<file path="src/rtl/song_play_ctrl.sv">
// rtl/song_play_ctrl.sv - AUTOPLAY sequencer: walks a song's note ROM and times note, rest and gap periods
module song_play_ctrl #(
    parameter int         IDX_W      = 9,
    parameter int         BEAT_UNIT  = 1600,
    parameter int         GAP_CYCLES = 2800,
    parameter logic [2:0] PLAY_STATE = 3'b010
) (
    input  logic                 clk,
    input  logic                 rst,
    input  logic [2:0]           state,
    input  logic [7:0]           song_id,
    input  logic [IDX_W-1:0]     song_len,
    input  logic                 start,
    input  logic                 pause,
    output logic [8+IDX_W-1:0]   rom_addr,
    input  logic [7:0]           rom_data,
    output logic [4:0]           note,
    output logic                 note_on,
    output logic                 busy,
    output logic [IDX_W-1:0]     note_idx,
    output logic                 done
);

    localparam int UNIT_W = (BEAT_UNIT > 1) ? $clog2(BEAT_UNIT) : 1;
    localparam int GAP_W  = (GAP_CYCLES > 1) ? $clog2(GAP_CYCLES) : 1;
    localparam logic [UNIT_W-1:0] UNIT_RELOAD = UNIT_W'(BEAT_UNIT - 1);
    localparam logic [GAP_W-1:0]  GAP_RELOAD  = GAP_W'(GAP_CYCLES - 1);

    typedef enum logic [2:0] {
        S_IDLE  = 3'd0,
        S_FETCH = 3'd1,
        S_LOAD  = 3'd2,
        S_PLAY  = 3'd3,
        S_GAP   = 3'd4,
        S_DONE  = 3'd5
    } fsm_t;

    fsm_t              fsm, fsm_nxt;
    logic [7:0]        song_id_q;
    logic [IDX_W-1:0]  song_len_q;
    logic [IDX_W-1:0]  note_idx_q;
    logic [IDX_W-1:0]  idx_inc;
    logic [4:0]        note_code;
    logic [2:0]        units_left;
    logic [UNIT_W-1:0] unit_cnt;
    logic [GAP_W-1:0]  gap_cnt;
    logic              start_ok;
    logic              abort;
    logic              play_end;
    logic              gap_end;

    assign idx_inc  = note_idx_q + IDX_W'(1);
    assign start_ok = start && (state == PLAY_STATE);
    assign abort    = (fsm != S_IDLE) && (state != PLAY_STATE);
    assign play_end = !pause && (unit_cnt == '0) && (units_left == 3'd0);
    assign gap_end  = !pause && (gap_cnt == '0);

    always_comb begin
        fsm_nxt = fsm;
        case (fsm)
            S_IDLE:  if (start_ok) fsm_nxt = (song_len == '0) ? S_DONE : S_FETCH;
            S_FETCH: fsm_nxt = S_LOAD;
            S_LOAD:  fsm_nxt = S_PLAY;
            S_PLAY:  if (play_end) fsm_nxt = S_GAP;
            S_GAP:   if (gap_end) fsm_nxt = (idx_inc == song_len_q) ? S_DONE : S_FETCH;
            S_DONE:  fsm_nxt = S_IDLE;
            default: fsm_nxt = S_IDLE;
        endcase
        // Leaving AUTOPLAY wins over pause and over any normal transition
        if (abort) fsm_nxt = S_IDLE;
    end

    always_comb begin
        rom_addr = {song_id_q, note_idx_q};
        note     = 5'd0;
        note_on  = 1'b0;
        busy     = (fsm != S_IDLE);
        done     = (fsm == S_DONE);
        note_idx = note_idx_q;
        if (fsm == S_PLAY || fsm == S_GAP) note = note_code;
        if (fsm == S_PLAY) note_on = (note_code != 5'd0) && !pause;
    end

    always_ff @(posedge clk or posedge rst) begin
        if (rst) begin
            fsm        <= S_IDLE;
            song_id_q  <= 8'd0;
            song_len_q <= '0;
            note_idx_q <= '0;
            note_code  <= 5'd0;
            units_left <= 3'd0;
            unit_cnt   <= '0;
            gap_cnt    <= '0;
        end else begin
            fsm <= fsm_nxt;
            if (abort) begin
                note_idx_q <= '0;
                note_code  <= 5'd0;
            end else begin
                case (fsm)
                    S_IDLE: begin
                        if (start_ok) begin
                            song_id_q  <= song_id;
                            song_len_q <= song_len;
                            note_idx_q <= '0;
                        end
                    end
                    S_LOAD: begin
                        note_code  <= rom_data[7:3];
                        units_left <= rom_data[2:0];
                        unit_cnt   <= UNIT_RELOAD;
                    end
                    S_PLAY: begin
                        // Each length unit is one full BEAT_UNIT period; len_code+1 units in total
                        if (!pause) begin
                            if (unit_cnt != '0) begin
                                unit_cnt <= unit_cnt - UNIT_W'(1);
                            end else if (units_left != 3'd0) begin
                                units_left <= units_left - 3'd1;
                                unit_cnt   <= UNIT_RELOAD;
                            end else begin
                                gap_cnt <= GAP_RELOAD;
                            end
                        end
                    end
                    S_GAP: begin
                        if (!pause) begin
                            if (gap_cnt != '0) gap_cnt <= gap_cnt - GAP_W'(1);
                            else               note_idx_q <= idx_inc;
                        end
                    end
                    S_DONE: note_idx_q <= '0;
                    default: ;
                endcase
            end
        end
    end

endmodule

</file>
<file path="config.mk">
export PLATFORM = sky130hd
export DESIGN_NAME = song_play_ctrl
export DESIGN_NICKNAME = d
export VERILOG_FILES = /design/src/rtl/song_play_ctrl.sv
export SDC_FILE = /design/constraint.sdc
export NUM_CORES = 1
export LEC_CHECK = 0
export ABC_AREA = 1
export BUFFER_PORTS_ARGS = -buffer_cell sky130_fd_sc_hd__buf_2
export CAP_MARGIN = 25
export CORE_AREA = 8 8 90 92
export DETAILED_ROUTE_END_ITERATION = 8
export DIE_AREA = 0 0 98 100
export GPL_TIMING_DRIVEN = 0
export PLACE_DENSITY = 0.78
export SLEW_MARGIN = 15
export SYNTH_ARGS = -nofsm -noshare
export SYNTH_HDL_FRONTEND = slang
export SYNTH_SLANG_ARGS = --single-unit
export TNS_END_PERCENT = 50
</file>
<file path="constraint.sdc">
create_clock -name clk -period 2.8 [get_ports clk]
set_clock_uncertainty 0.1 [all_clocks]
set_input_delay 0.56 -clock clk [delete_from_list [all_inputs] [get_ports clk]]
set_output_delay 0.56 -clock clk [all_outputs]
set_load 0.02 [all_outputs]
</file>
-- Word level (Yosys, flattened, before mapping)
Index checks and enable logic that the tools add are counted.
Widths: inputs -> output; s select.
- register bits after elaboration: 60
- latch bits: 0
- RAM bits: 0
- memory bits (read-only): 0
- bits of input ports: 32
- output and inout port bits: 34
- word-level logic and storage cells: 91
- memories: 0
- add/subtract/negate cells: 4
- multipliers: 0
- divide/modulo/power cells: 0
- magnitude comparators: 0
- eq/ne operators: 20
- shifts and indexed selects: 0
- muxes and demuxes: 30
- bitwise gates (word level): 1
- reduce and logical (&&, ||, !) cells: 28
- operator list (operator ; count):
    $mux 12 ; 5
    $mux 9 ; 4
    $mux 11 ; 3
    $mux 3 ; 9
    $pmux 9 s3 ; 1
    $pmux 12 s2 ; 1
    $pmux 11 s2 ; 1
    $mux 5 ; 3
    $ne 3x3->1 const B ; 5
    $pmux 3 s5 ; 1
    $logic_not 12->1 ; 1
    $reduce_bool 12->1 ; 1
    $sub 12x1->12 const B ; 1
    $logic_not 11->1 ; 1
    $reduce_bool 11->1 ; 1
    $sub 11x1->11 const B ; 1
    $add 9x1->9 const B ; 1
    $eq 3x2->1 const B ; 3
    $eq 9x9->1 ; 1
    $logic_not 9->1 ; 1
    $ne 2x2->1 const B ; 4
    $reduce_and 4->1 ; 2
    $reduce_and 7->1 ; 1
    $eq 3x3->1 const B ; 2
    18 further kinds ; 29

-- Longest topological paths before layout
Gate-level depths: netlist of run 1.
- depth in word-level cells: 6
- gate-level depth with buffers: 13
- gate-level depth less buffers: 13

-- Worst setup path before layout of run 1
Ideal clock, no wire load.
- kind: reg2out
- start: register fsm[1]
- end: output note_on
- arrival time: 1.307 ns
- required time: 2.140 ns
- setup slack: 0.833 ns
- stages on the path, launching flop included: 5
- cells stage by stage: dfrtp_1 nand2_2 nor2_4 inv_4 a311oi_1
- word-level cells in the longest chain between the ends: 2
- RTL lines (item ; RTL line ; source):
    start, declared ; 38 ; fsm_t fsm, fsm_nxt;
    start signal, assigned ; 95 ; fsm <= fsm_nxt;
    $eq 3x2->1 ; 81 ; if (fsm == S_PLAY) note_on = (note_code != 5'd0) && !pause;
    $mux 1 ; 81 ;
    end, declared ; 18 ; output logic note_on,
No other way between the ends.

-- Worst setup path in the final report of run 1
- start: register fsm[1]
- end: output note[3]
- word-level cells in the longest chain between the ends: 3
- elaborated cells between the ends (all ways): 4
- classes of those cells: eq/ne (2); mux (1); reduce/logical (1)
- RTL lines (item ; RTL line ; source):
    $eq 3x2->1 or $eq 3x3->1 (tied branches) ; 80 ; if (fsm == S_PLAY || fsm == S_GAP) note = note_code;
    $logic_or 1x1->1 * ; 80 ;
    $mux 5 * ; 80 ;
    end, declared ; 17 ; output logic [4:0] note,
Every way passes the cells marked *; elsewhere a longest branch is shown, timed or not.

==> flow_summary.ini, run 1 <==
[logic_synthesis]
syn-cell-area_um2 = 3590
post-synth-top-count-cell = nand2_1
yosys.area.top_type = dfrtp_1
ys_seq_elements = 60
ys_types = 41
seq_area_frac_synth_pct = 41.9
synth-edff-count = 0
synth_fp_nets = 504
yosys.area.top_type_share_pct = 41.9
synth.area.top_cells = dfrtp_1 (42%), nand2_1 (12%), inv_1 (6.7%)
synth_cells = 466
synth_common_cells = nand2_1 (118), inv_1 (64), dfrtp_1 (60), nor2_1 (45), o21ai_0 (42)
avgSynthCellArea_um2 = 7.70
synth.yosys.warnings = 0
synth_ff_type = dfrtp_1
async_flop_share_pct = 100

[clock_tree]
clock-root-buffer = clkbuf_8
post_cts_buffers = 0
postCtsHoldBufs = 0
cts_sinks = 60
cts_buffers = 9
ctsResizeCount = 0
cts_tree = built
insertion_delay_ns = 0.34
cts_buffer_depth = 2
htreeDepth = 3
clk_pin_slew_ns = 0.07

[sta]
max_freq_ghz = 0.399
finalCritPeriodShare_pct = 89.6
fin_ws_ns = 0.292
finalHoldViolCount = 0
finalCriticalPeriod_ns = 2.51
fin_tns_setup_ns = 0
report.final.setup_viol = 0
worstMarginPinSlew_ns = 0.729
rsz0062_at_grt = false
slew_viol_final = 0
max-slew-margin-rel_pct = 51.4

[power_and_ir_drop]
powerDensity_nw_per_um2 = 829
totalPowerFinal_mw = 3.48
power_leakage_nw = 2.14
ir_drop_mv = 0.710

[global_route]
grt_pass1_vias = 3304
global_route.usage.met1_pct = 20.5
gr-usage-met3_pct = 3.88
antenna_found_initial = 0
gr-max-usage-layer = met2
grt_pass1_wl_mm = 14.4
overflow = 0
grt_max_degree = 61
grt_usage_pct = 17.7
grtUsageMet2_pct = 30.7

[placed_design]
dpl.hpwl_mm = 6.20
dp_cells = 611
place_congestion = 0.823
numPortBuffers = 65
post-place-ws_ns = 0.677

[floorplanning]
ios = 66
rows = 30
die_area_um2 = 9800
die_w_um = 98
die_y_um = 100
start_util_pct = 54.0
core-area_um2 = 6640

[detailed_routing]
wire_per_inst_um = 13.1
first_pass_iters = 4
drt_iter0_drc = 149
vias = 3284
route.antenna.remaining_nets = 0
finalWirelength_mm = 8.19
post-route-drc-count = 0
viasPerCell = 5.25

[cells_and_area]
multi_input_area_um2 = 1720
drive_gt1_share_pct = 24.7
antenna_cells = 0
n_fill_cell = 582
area_delta_synth_final_pct = 16.8
seqCellArea_um2 = 1500
utilization_pct = 63.1
num-nets-final = 580
fin_cells = 626

[critical_path]
cp-start-kind = flop
slowest_delay_ns = 0.45
path_max_fanout = 9
crit_buf_inv = 2
crit_chain = nor2_2 > nand2_2 > inv_2 > nor2_1 > nor2_1 > buf_2
crit_arrival_ns = 1.85
worst_setup_path_end_kind = output port
critPathTopFamily = simple AND/OR/NAND/NOR gates
cpMostUsedCell = nor2_1
crit_required_ns = 2.14
path_class = flop to output port
critical_path.slowest_cell = dfrtp_1

[worst_hold_path]
hold_path_class = input pin to async pin

[run_status]
outcome = completed

[job]
cap_violations = 0
[layout make-up]
class | count | share of cell area (%)
inverters | 69 | 6.42
well taps | 80 | 2.39
clock buffers | 11 | 3.61
flip-flops and latches | 60 | 35.8
repair buffers | 65 | 7.76
plain buffers | 13 | 2.27
multi-input cells | 324 | 41.1
clock inverters | 4 | 0.597
[state kept, by name, indices dropped and copies added, names as in the netlist]
name and flops:
note_idx 9, fsm 3, gap_cnt 12, units_left 3, unit_cnt 11, note_code 5, song_id_q 8, song_len_q 9
[kinds of logic after synthesis]
logic type / after synthesis / share of synthesized area [%]
and+or+nand+nor: 239 / 31.7
adders and majority gates: 6 / 2.09
DFF: 60 / 41.9
xor gates and xnor gates: 6 / 1.46
muxes: 8 / 2.51
AOI/OAI and AO/OA: 65 / 10.3
buffers and inverters: 82 / 10.1
[layout by cell type, fill, tap and decap left out, drive strengths merged, types with 2 or more instances in the layout]
cell type / synthesis / final
clkbuf: 1 / 12
a21oi: 8 / 8
nand2: 125 / 125
ha: 6 / 6
clkinvlp: 0 / 2
nand4: 8 / 8
nand3b: 4 / 4
inv: 69 / 69
dfrtp: 60 / 60
nor3: 9 / 9
o21bai: 2 / 2
a31oi: 2 / 2
xor2: 5 / 5
nor2: 54 / 54
nor3b: 2 / 2
clkinv: 0 / 2
mux2: 8 / 8
buf: 12 / 77
nand3: 36 / 36
o21ai: 49 / 49
[layer usage]
layer / routed length, um / vias up
met1: 3560 / 1564
met4: 151 / 0
met2: 4070 / 67
met5: 0 / -
met3: 401 / 12
li1: - / 1641
[power by group]
group	leakage, nW	total, mW	switching, mW	internal (mW)
logic	1.31	1.39	0.911	0.483
clock network	0.0872	0.700	0.339	0.361
registers	0.741	1.38	0.221	1.16
[metrics by stage]
stage | cell area [um2] | hold WS [ns]
final | 4190 | 0.233
after detailed placement | 4020 | 0.382
after floorplan | 3590 | 0.351
after global placement | 4010 | 0.366
after CTS | 4190 | 0.276
after global routing | 4190 | 0.320
[final timing paths]
kind,slack [ns],cells after the start,startpoint,to
worst max-delay path,0.29,6,fsm[1],note[3]
worst min-delay path,0.23,2,rst,song_id_q[0]
worst max register to register,0.75,9,unit_cnt[8],gap_cnt[7]
worst min register to register,0.40,2,unit_cnt[10],unit_cnt[10]
max in group asynchronous,1.86,2,rst,gap_cnt[2]
min in group clk,0.36,2,song_id[5],song_id_q[5]
Power figures use the tool's default switching activity.
==> inputs of run 2 (changes only) <==
==> constraint.sdc (replaced) <==
create_clock -name clk -period 2.8 [get_ports clk]
set_clock_uncertainty 0.1 [all_clocks]
set_input_delay 0.56 -clock clk [delete_from_list [all_inputs] [get_ports clk]]
set_output_delay 0.56 -clock clk [all_outputs]
set_load 0.1 [all_outputs]
==> run 2 against run 1 <==
Net effect: combinational power grew 35%; routed wire length shrank 1.6%; largest cell class unchanged; worst setup slack lost 0.11 ns; non-clock buffer count is the same; critical endpoint is now note_on.
==> flow_summary.ini, run 2 (synthesis gave the netlist of run 1 again) <==
[power_and_ir_drop]
powerDensity_nw_per_um2 = 971
switchingPower_mw = 1.95
intPower_mw = 2.20
pwr-share-comb_pct = 45.0
ir_drop_mv = 0.979
power_leakage_nw = 2.17
power.share.clock_pct = 21.6
seqPwrFrac_pct = 33.3
swShare_pct = 47.0

[cells_and_area]
antenna_cells = 0
layout_commonest_cell = nand2_1
num-nets-final = 580
final_cell_mix = nand2_1 (118), inv_1 (63), buf_2 (61)
largest-register = gap_cnt
largest_reg_flops = 12
design_area_um2 = 4280
area_delta_synth_final_pct = 19.2
largest_registers = gap_cnt (12), unit_cnt (11)
utilization_pct = 64.4
drive_gt1_share_pct = 24.9

[global_route]
grt_max_degree = 61
grt_usage_pct = 17.5
grt_pass1_vias = 3236
overflow = 0
antenna_found_initial = 0
grt_pass1_wl_mm = 14.2

[floorplanning]
ios = 66
die_y_um = 100
core-area_um2 = 6640
die_area_um2 = 9800
start_util_pct = 54.0
rows = 30
die_w_um = 98

[detailed_routing]
finalWirelength_mm = 8.06
first_pass_iters = 4
post-route-drc-count = 0
drt_iter0_drc = 145
viasPerCell = 5.14
wire_per_inst_um = 12.9
vias = 3223
route.antenna.remaining_nets = 0

[critical_path]
crit_arrival_ns = 1.95
path_class = flop to output port
path_max_fanout = 8
worst_setup_path_end_kind = output port
cp-start-kind = flop
crit_required_ns = 2.14

[sta]
slew_viol_final = 0
whs_ns = 0.245
finalCritPeriodShare_pct = 93.4
max_freq_ghz = 0.383
worstMarginPinSlew_ns = 0.742
fin_tns_setup_ns = 0
finalCriticalPeriod_ns = 2.61
fin_ws_ns = 0.186
max-slew-margin-rel_pct = 50.5
report.final.setup_viol = 0
finalHoldViolCount = 0
rsz0062_at_grt = false

[placed_design]
placed_area_um2 = 4030
dpl.hpwl_mm = 6.05
numPortBuffers = 65
place_congestion = 0.821
post-place-ws_ns = 0.402

[clock_tree]
htreeDepth = 3
cts_tree = built
clk_pin_slew_ns = 0.07
clock-root-buffer = clkbuf_8
insertion_delay_ns = 0.34
cts_sinks = 60
cts_buffers = 9
post_cts_buffers = 0
cts_buffer_depth = 2

[job]
cap_violations = 0

[worst_hold_path]
hold_path_class = input pin to async pin

[run_status]
outcome = completed
-- run 2: metal layers --
metal	share of wire [%]	global-route usage, %	wire length (um)	vias up
li1	-	-	-	1645
met1	45	20.8	3640	1492
met2	48	29.6	3870	76
met3	5.3	4.08	431	10
met4	1.4	7.55	109	0
met5	0	0	0	-
-- run 2: area by class of cell --
cell class	instances	area, um2
plain buffers	13	95.1
clock buffers	13	159
clock inverters	3	68.8
fillers	560	2370
inverters	69	269
multi-input cells	324	1740
flip-flops and latches	60	1500
well taps	80	100
repair buffers	65	342
-- run 2: worst paths after layout --
path / slack [ns] / endpoint / cells past startpoint / from
max: 0.19 / note_on / 5 / fsm[1]
min in group clk: 0.35 / song_id_q[5] / 2 / song_id[5]
min reg2reg: 0.38 / unit_cnt[10] / 2 / unit_cnt[10]
max reg2reg: 0.81 / note_idx[6] / 8 / gap_cnt[0]
min: 0.25 / song_id_q[2] / 2 / rst
max in group asynchronous: 1.85 / gap_cnt[0] / 2 / rst
-- run 2: per-stage QoR --
stage,total power [mW],std cells
3_5_place_dp,3.26,611
6_report,4.15,627
3_3_place_gp,3.19,611
4_1_cts,4.17,627
2_1_floorplan,2.88,466
5_1_grt,4.43,627
-- run 2: worst max-delay path, stage by stage, from the launching register on --
cell and delay, ns:
dfrtp_1 0.50, nand2_2 0.13, nor2_4 0.24, inv_4 0.10, a311oi_2 0.19, buf_2 0.47
-- run 2: timing repair --
item	CTS	global route
endpoints found under the hold margin	0	0
setup endpoints to repair	2	5
hold buffers	0	0
resized for setup	2	8
-- run 2: power groups by stage --
stage / combinational, mW / clock (mW) / sequential, mW
2_1_floorplan: 1.10 / 0 / 1.78
3_3_place_gp: 1.82 / 0 / 1.37
3_5_place_dp: 1.87 / 0 / 1.39
4_1_cts: 1.88 / 0.916 / 1.38
5_1_grt: 2.05 / 0.951 / 1.43
6_report: 1.87 / 0.899 / 1.38
==> inputs of run 3 (changes only) <==
--- a/config.mk
+++ b/config.mk
@@ -6,13 +6,13 @@
 export NUM_CORES = 1
 export LEC_CHECK = 0
 export ABC_AREA = 1
-export BUFFER_PORTS_ARGS = -buffer_cell sky130_fd_sc_hd__buf_2
 export CAP_MARGIN = 25
 export CORE_AREA = 8 8 90 92
 export DETAILED_ROUTE_END_ITERATION = 8
 export DIE_AREA = 0 0 98 100
+export DONT_BUFFER_PORTS = 1
 export GPL_TIMING_DRIVEN = 0
-export PLACE_DENSITY = 0.78
+export PLACE_DENSITY = 0.69
 export SLEW_MARGIN = 15
 export SYNTH_ARGS = -nofsm -noshare
 export SYNTH_HDL_FRONTEND = slang
==> run 3 against run 2 <==
Net effect: combinational power is 26% lower; critical endpoint is now note[3]; non-clock buffer count is 60 lower; critical path type unchanged; design area is 5.6% lower; largest cell class unchanged; sequential power is 33% higher.
==> flow_summary.ini, run 3 (synthesis gave the netlist of run 1 again) <==
[detailed_routing]
wl_met3_um = 465
top_layer_used = met4
wire_per_inst_um = 13.7
first_pass_iters = 4
viasPerCell = 5.22
post-route-drc-count = 0
drt_iter0_drc = 116
vias = 2954
met2_wirelength_mm = 3.68
route.antenna.remaining_nets = 0
finalWirelength_mm = 7.77
wl_met1_mm = 3.47

[critical_path]
path_max_fanout = 9
cp-start-kind = flop
r2r_end = fsm[2]
path_class = flop to output port
crit_required_ns = 2.14
crit_arrival_ns = 1.98
r2r_setup_slack_ns = 0.27
r2r_cells = 12
worst_setup_path_end_kind = output port
reg2reg_from = note_idx[1]

[cells_and_area]
largest_reg_flops = 12
final_cell_mix = nand2_1 (118), inv_1 (63), dfrtp_1 (60)
largest_registers = gap_cnt (12), unit_cnt (11)
design_area_um2 = 4040
area_delta_synth_final_pct = 12.5
largest-register = gap_cnt
layout_commonest_cell = nand2_1
drive_gt1_share_pct = 16.7
num-nets-final = 520
fin_cells = 566
antenna_cells = 0
n_fill_cell = 571

[global_route]
grt_pass1_wl_mm = 13.7
antenna_found_initial = 0
overflow = 0
grt_max_degree = 61
grt_pass1_vias = 3019
grt_usage_pct = 17.1

[clock_tree]
htreeDepth = 3
cts_buffers = 9
clock-root-buffer = clkbuf_8
postCtsHoldBufs = 0
clk_pin_slew_ns = 0.07
cts_sinks = 60
post_cts_buffers = 0
cts_tree = built
insertion_delay_ns = 0.34
cts_buffer_depth = 2

[sta]
fin_tns_setup_ns = 0
finalCriticalPeriod_ns = 2.64
finalCritPeriodShare_pct = 94.3
finalHoldViolCount = 0
worstMarginPinSlew_ns = 1.07
report.final.setup_viol = 0
slew_viol_final = 0
max_freq_ghz = 0.379
max-slew-margin-rel_pct = 28.6
rsz0062_at_grt = false

[placed_design]
dpl.hpwl_mm = 5.80
place_congestion = 0.871
dp_cells = 549
placed_area_um2 = 3790
numPortBuffers = 0

[floorplanning]
ios = 66
rows = 30
die_w_um = 98
core-area_um2 = 6640
start_util_pct = 54.0
die_area_um2 = 9800
die_y_um = 100

[power_and_ir_drop]
ir_drop_mv = 0.699
powerDensity_nw_per_um2 = 969
power_leakage_nw = 1.90

[run_status]
outcome = completed

[job]
cap_violations = 0

[worst_hold_path]
hold_path_class = input pin to async pin
==> run 3: cell count changes in the layout (fill, tap and decap cells not counted), sizes merged <==
cell / previous run / this run
buf: 77 / 17
bufinv: 2 / 0
clkbuf: 14 / 12
clkinv: 1 / 3
clkinvlp: 0 / 1
==> run 3: how the worst max path moves through the flow <==
stage,from,to,slack (ns),cells after the start
floorplan,fsm[0],note[0],-0.1,5
global placement,fsm[0],note[4],-0.38,5
detailed placement,fsm[1],note[1],0.02,5
CTS,fsm[1],note[1],0.006,5
global route,fsm[1],note[3],0.06,5
finish,fsm[1],note[3],0.16,5
==> run 3: timing repair <==
action,4_1_cts,5_1_grt
pin swaps,1,2
gates resized for setup,7,2
endpoints found under the setup margin,5,5
==> run 3: layout make-up <==
type | instances | area, um2 | share of cell area, %
multi-input cells | 324 | 1800 | 44.7
flip-flops and latches | 60 | 1500 | 37.2
inverters | 69 | 272 | 6.73
clock buffers | 11 | 141 | 3.50
well taps | 80 | 100 | 2.48
repair buffers | 5 | 97.6 | 2.42
plain buffers | 13 | 95.1 | 2.36
clock inverters | 4 | 26.3 | 0.651
==> run 3: where the power goes <==
group / total (mW) / switching [mW] / internal, mW
Clock: 0.689 / 0.351 / 0.339
Combinational: 1.39 / 0.944 / 0.448
Sequential: 1.83 / 0.680 / 1.15
Total: 3.91 / 1.97 / 1.94
==> run 3: critical path: stages (launching register included) <==
cell	delay [ns]
dfrtp_1	0.47
nor2_4	0.20
nand2_4	0.13
inv_4	0.16
nor2_2	0.13
nor2_4	0.54
==> run 3: metal layers <==
layer	track usage (%)	vias up
met1	19.7	1369
met3	6.23	12
met4	7.55	0
li1	-	1512
met5	0	-
met2	28.1	61
==> run 3: per-stage QoR <==
stage / worst slack [ns] / util [%] / total power, mW / hold WS, ns
floorplan: -0.0986 / - / 2.88 / 0.351
global placement: -0.384 / 55.7 / 3.11 / 0.366
detailed placement: 0.0220 / 57.0 / 3.20 / 0.392
CTS: 0.00576 / 60.0 / 3.92 / 0.139
global route: 0.0607 / 60.8 / 4.20 / 0.176
finish: 0.158 / 60.8 / 3.91 / 0.105
